File: src/rtl/sdram_arb_pkg.sv
// Shared types for the three-port SDRAM arbiter.
// State encoding, port index and command bundle.
package sdram_arb_pkg;

  localparam int NPORTS = 3;

  typedef enum logic [1:0] {
    IDLE,
    ISSUE,
    WAIT
  } state_t;

  typedef logic [1:0] port_t;

  typedef struct packed {
    logic        we;
    logic        word;
    logic [24:0] addr;
    logic [15:0] din;
  } cmd_t;

endpackage

File: src/rtl/sdram_arb_pick.sv
// Winner select for the SDRAM arbiter.
// Port 0 first unless starved; ports 1/2 round-robin.
module sdram_arb_pick
  import sdram_arb_pkg::*;
(
  input  logic [NPORTS-1:0] req,
  input  logic              starve,
  input  logic              rr_pref,
  output logic              gnt,
  output port_t             win
);

  logic other;
  logic p0_win;

  assign other  = req[1] | req[2];
  assign p0_win = req[0] & ~(starve & other);
  assign gnt    = |req;

  // rr_pref=1 means port 1 was last served, so port 2 goes first
  always_comb begin
    win = 2'd0;
    unique case (1'b1)
      p0_win:
        win = 2'd0;
      !p0_win && req[1] && (!req[2] || !rr_pref):
        win = 2'd1;
      !p0_win && req[2] && (!req[1] || rr_pref):
        win = 2'd2;
      default:
        win = 2'd0;
    endcase
  end

endmodule

File: src/rtl/sdram_arb.sv
// Three-port arbiter in front of a single-command SDRAM controller.
// One transaction in flight; strobes return low between commands.
module sdram_arb
  import sdram_arb_pkg::*;
#(
  parameter int STARVE_LIMIT = 4
) (
  input  logic        clk,
  input  logic        reset,
  input  logic        p0_req,
  input  logic        p0_we,
  input  logic        p0_word,
  input  logic [24:0] p0_addr,
  input  logic [15:0] p0_din,
  output logic [15:0] p0_dout,
  output logic        p0_ack,
  input  logic        p1_req,
  input  logic        p1_we,
  input  logic        p1_word,
  input  logic [24:0] p1_addr,
  input  logic [15:0] p1_din,
  output logic [15:0] p1_dout,
  output logic        p1_ack,
  input  logic        p2_req,
  input  logic        p2_we,
  input  logic        p2_word,
  input  logic [24:0] p2_addr,
  input  logic [15:0] p2_din,
  output logic [15:0] p2_dout,
  output logic        p2_ack,
  output logic [24:0] sd_addr,
  output logic [15:0] sd_din,
  output logic        sd_word,
  output logic        sd_rd,
  output logic        sd_wr,
  input  logic [15:0] sd_dout,
  input  logic        sd_ready
);

  localparam int CW = $clog2(STARVE_LIMIT + 1);

  state_t            state;
  logic [NPORTS-1:0] req;
  logic [NPORTS-1:0] ack_q;
  logic [15:0]       dout_q [NPORTS];
  cmd_t              cmd [NPORTS];
  cmd_t              sel;
  port_t             win;
  port_t             win_q;
  logic              gnt;
  logic              we_q;
  logic              rr_pref;
  logic              starve;
  logic              pend12;
  logic [CW-1:0]     cnt;

  assign req    = {p2_req, p1_req, p0_req};
  assign pend12 = p1_req | p2_req;
  assign starve = (cnt == CW'(STARVE_LIMIT));

  assign cmd[0] = '{we: p0_we, word: p0_word,
                    addr: p0_addr, din: p0_din};
  assign cmd[1] = '{we: p1_we, word: p1_word,
                    addr: p1_addr, din: p1_din};
  assign cmd[2] = '{we: p2_we, word: p2_word,
                    addr: p2_addr, din: p2_din};
  assign sel    = cmd[win];

  assign p0_ack  = ack_q[0];
  assign p1_ack  = ack_q[1];
  assign p2_ack  = ack_q[2];
  assign p0_dout = dout_q[0];
  assign p1_dout = dout_q[1];
  assign p2_dout = dout_q[2];

  sdram_arb_pick u_pick (
    .req     (req),
    .starve  (starve),
    .rr_pref (rr_pref),
    .gnt     (gnt),
    .win     (win)
  );

  // Grant, issue, wait-for-completion sequencer with registered outputs
  always_ff @(posedge clk or posedge reset) begin
    if (reset) begin
      state   <= IDLE;
      sd_rd   <= 1'b0;
      sd_wr   <= 1'b0;
      sd_addr <= '0;
      sd_din  <= '0;
      sd_word <= 1'b0;
      we_q    <= 1'b0;
      win_q   <= '0;
      ack_q   <= '0;
      for (int i = 0; i < NPORTS; i++)
        dout_q[i] <= '0;
      cnt     <= '0;
      rr_pref <= 1'b0;
    end else begin
      ack_q <= '0;
      if (!pend12)
        cnt <= '0;
      unique case (state)
        IDLE: begin
          if (gnt && sd_ready) begin
            sd_addr <= sel.addr;
            sd_din  <= sel.din;
            sd_word <= sel.word;
            we_q    <= sel.we;
            sd_rd   <= ~sel.we;
            sd_wr   <= sel.we;
            win_q   <= win;
            state   <= ISSUE;
            if (win == 2'd0) begin
              if (pend12 && !starve)
                cnt <= cnt + CW'(1);
            end else begin
              cnt     <= '0;
              rr_pref <= (win == 2'd1);
            end
          end
        end
        ISSUE: begin
          if (!sd_ready) begin
            sd_rd <= 1'b0;
            sd_wr <= 1'b0;
            state <= WAIT;
          end
        end
        WAIT: begin
          if (sd_ready) begin
            ack_q[win_q] <= 1'b1;
            if (!we_q)
              dout_q[win_q] <= sd_dout;
            state <= IDLE;
          end
        end
        default: state <= IDLE;
      endcase
    end
  end

endmodule

File: config.mk
export PLATFORM = sky130hd
export DESIGN_NAME = sdram_arb
export DESIGN_NICKNAME = d
export VERILOG_FILES = /design/src/rtl/sdram_arb_pkg.sv /design/src/rtl/sdram_arb_pick.sv /design/src/rtl/sdram_arb.sv
export SDC_FILE = /design/constraint.sdc
export NUM_CORES = 1
export LEC_CHECK = 0
export ABC_AREA = 1
export CAP_MARGIN = 20
export CORE_ASPECT_RATIO = 1.4
export CORE_MARGIN = 8
export CORE_UTILIZATION = 36
export CTS_BUF_LIST = sky130_fd_sc_hd__clkbuf_4 sky130_fd_sc_hd__clkbuf_8
export DETAILED_ROUTE_END_ITERATION = 10
export GPL_TIMING_DRIVEN = 0
export PLACE_DENSITY = 0.76
export SYNTH_ARGS = -nofsm -noshare
export SYNTH_HDL_FRONTEND = slang
export SYNTH_SLANG_ARGS = --single-unit
File: constraint.sdc
create_clock -name clk -period 3.1 [get_ports clk]
set_input_delay 0.62 -clock clk [delete_from_list [all_inputs] [get_ports clk]]
set_output_delay 0.62 -clock clk [all_outputs]
set_load 0.02 [all_outputs]
==> results.md <==
- Average vias per placed instance: 4.717
- Overall die height: 153.1 µm
- Leakage Power: 3.591 nW
- I/O pins: 246
- Number of standard cells after synthesis: 620
- Number of synthesized register bits: 104
- Worst Setup Start Kind: primary input
- Final hold violation count: 0
- Syn Area/Cell: 7.798 µm²
- Yosys warns: 0
- Core Region: 13260 µm²
- Top achievable clock speed: 479.1 MHz
- Max rail drop VDD: 0.0004361 V
- Clock Root Buffer: sky130_fd_sc_hd__clkbuf_8
- Postcts setup bufs: 0
- Routed wire length: 17560 µm
- Cell type with the largest total area after synthesis: sky130_fd_sc_hd__dfrtp_1
- Overall overflow remaining after global route: 0
- Clk pin slew, worst setup/hold paths: 0.10 ns
- Number of synthesized flops with an enable pin: 0
- Num CTS Buffers: 9
- Run status: finished clean
- Clock latency on the worst-skew pair: 0.37 ns
- Final number of max-transition violations: 0
- Power density over cell area: 810.3 nW/µm²
- Wire length of the first global-routing pass: 27330 µm
- Type of the most critical hold path: flop to flop
- Sequential fraction of the synthesis area: 0.5383
- Tightest Pin Transition: 0.7012 ns
- Worst stage delay on the critical path: 0.53 ns
- DP HPWL: 13590 µm
- Core Rows: 50
- Minimum clock period after layout: 2.087 ns
- Number of gates resized after cts: 0
- Type of destination of the critical path: flop
- Final cycle utilization of the critical path: 0.6733
- Number of nets still failing antenna checks after routing: 0
- Required time at the endpoint of the critical path: 3.40 ns
- Initial antenna violation count: 0
- Count of H-tree levels built during CTS: 3
- Port buffer count: 245
- Top-area cell type share of the netlist area: 0.5383
- Global router's overall resource usage: 0.1992
- Clock skew: 0.009966 ns
- Area growth, synth to finish: 60.07%
- Detail-routed net length per standard cell: 16.49 µm
- Share of cells above drive strength 1: 0.05549
- DR DRC count: 0
- Global placer's final weighted congestion: 0.8650
- Final net count: 1031
- Max Root-Sink Buffers: 2
- Count of maximum capacitance violations: 0
- Commonest cells post-synth: sky130_fd_sc_hd__nand2_1 (276), sky130_fd_sc_hd__dfrtp_1 (104), sky130_fd_sc_hd__nand3_1 (91)
- CTS tree: yes
- Unrepaired setup endpoints after global routing: no
- Total negative slack for setup checks: 0 ns
- Arrival time reported for the critical path endpoint: 2.39 ns
- Starting density of the core: 0.3645
- Placed cells: 1049
- Number of setup violations in the final report: 0
- Max-slew headroom at the worst pin: 0.5316
- Highest-delay cell along the critical path: sky130_fd_sc_hd__clkdlybuf4s50_1
- Series of cell instances along the critical path: clkdlybuf4s50_1 > inv_2 > a21oi_2 > clkbuf_1 > nand3_1 > nand2_1 > nand2_1 > nand3_1
- TritonCTS sink count: 104
- Number of global-route vias before repair: 5055
- Kind of critical path: primary input to flop
- Number of vias in the routed layout: 5024
- Max FO, Critical Path: 10
- Cell area after synthesis: 4835 µm²
- Cells taking the most area after synthesis: sky130_fd_sc_hd__dfrtp_1 (54%), sky130_fd_sc_hd__nand2_1 (21%), sky130_fd_sc_hd__nand3_1 (9.4%), sky130_fd_sc_hd__o21ai_0 (5.7%), sky130_fd_sc_hd__inv_1 (2.0%)
- Final instance count without filler cells: 1065
- Most common cell in the synthesized netlist: sky130_fd_sc_hd__nand2_1
- Most frequently used flop master after synthesis: sky130_fd_sc_hd__dfrtp_1
- FFs w/ async S/R, synth: 1.000
- Pin count of the biggest net entering global routing: 41
- Count of antenna diodes in the layout: 0
- Width of the die: 113.9 µm
- Number of different library cells in the post-synthesis netlist: 22
- Number of optimization iterations in the first detailed-route pass: 7
- Synthesized net count: 773
- Die area: 17450 µm²
- Violation count after the first detailed-routing iteration: 225
- Count of hold-fix buffers inserted at cts: 0
report_power, final:
part	internal [mW]	total, mW	switching, mW	leakage, nW
Sequential	1.93	2.25	0.318	1.34
Clock	0.299	0.803	0.504	0.0833
Combinational	1.47	3.22	1.75	2.17
per-layer routing:
metal	wire, µm	global-route usage	share of wire	vias to the layer above
met5	0	0	0	-
met1	6898	0.2235	0.39	2323
li1	-	-	-	2492
met4	284	0.05729	0.016	0
met3	1671	0.07177	0.095	23
met2	8706	0.3440	0.50	186
registers in the layout, summed over array words and instances, names as in the netlist:
register  cells
we_q          1
sd_addr      25
cnt           3
rr_pref       1
p0_dout      16
ack_q         3
p2_dout      16
sd_din       16
sd_word       1
win_q         2
sd_rd         1
state         2
p1_dout      16
sd_wr         1
worst paths after layout:
path	startpoint	to	slack, ns	cells past startpoint
worst min-delay path	p1_dout[8]	p1_dout[8]	0.49	2
min in group asynchronous	reset	win_q[0]	0.70	2
worst max register to register	cnt[0]	sd_din[10]	1.35	11
worst min register to register	p1_dout[8]	p1_dout[8]	0.49	2
worst max-delay path	p2_req	sd_din[13]	1.01	8
max in group asynchronous	reset	sd_addr[9]	1.77	3
area by class of cell:
type,instances,area [µm²]
Timing Repair Buffer,247,2492
Inverter,30,116.4
Tap cell,182,227.7
Fill cell,1240,5524
Clock buffer,9,123.9
Clock inverter,7,56.30
Sequential cell,104,2603
Buffer,34,163.9
Multi-Input combinational cell,452,1956
layout by cell type (no fill, tap or decap), types with 2 or more instances in the layout:
| cell type | n |
|---|---|
| sky130_fd_sc_hd__nand2_1 | 276 |
| sky130_fd_sc_hd__nand2_2 | 3 |
| sky130_fd_sc_hd__nor3_1 | 5 |
| sky130_fd_sc_hd__clkbuf_1 | 15 |
| sky130_fd_sc_hd__o21ai_0 | 55 |
| sky130_fd_sc_hd__inv_2 | 3 |
| sky130_fd_sc_hd__clkbuf_8 | 9 |
| sky130_fd_sc_hd__buf_4 | 5 |
| sky130_fd_sc_hd__o21ai_2 | 2 |
| sky130_fd_sc_hd__ha_1 | 2 |
| sky130_fd_sc_hd__a21oi_1 | 2 |
| sky130_fd_sc_hd__clkinvlp_4 | 4 |
| sky130_fd_sc_hd__clkdlybuf4s50_1 | 245 |
| sky130_fd_sc_hd__buf_2 | 14 |
| sky130_fd_sc_hd__clkinv_4 | 2 |
| sky130_fd_sc_hd__buf_12 | 2 |
| sky130_fd_sc_hd__dfrtp_1 | 104 |
| sky130_fd_sc_hd__nand3_1 | 91 |
| sky130_fd_sc_hd__inv_1 | 25 |
| sky130_fd_sc_hd__nor2_1 | 10 |
cell families (layout without fill, tap and decap cells):
family | count (synthesis) | in the layout | share of synthesized area
buffers and inverters | 64 | 327 | 0.05719
AO/OA/AOI/OAI | 60 | 60 | 0.06444
adder cells (fa/ha/maj) | 2 | 2 | 0.005175
AND/OR/NAND/NOR | 389 | 389 | 0.3331
XOR/XNOR | 1 | 1 | 0.001812
flip-flops | 104 | 104 | 0.5383
worst max-delay path: cells and delay by family:
family	cells	cell delay, ns
AO/OA/AOI/OAI	1	0.36
AND/OR/NAND/NOR	4	0.33
buffers and inverters	3	1.06
stage by stage:
stage               utilization  cell area [µm²]  hold WS, ns  power (mW)  setup WS, ns
finish                   0.5835             7739       0.4904       6.271         1.013
global route             0.5835             7739       0.5102       6.702        0.8462
CTS                      0.5835             7739       0.4969       6.359        0.9941
detailed placement       0.5699             7559       0.4720       5.523        0.6210
global placement         0.5669             7518       0.4638       5.466       0.09785
floorplan                     -             4838       0.4522       3.847         1.234
No activity file was read; power rests on OpenSTA's default activity.
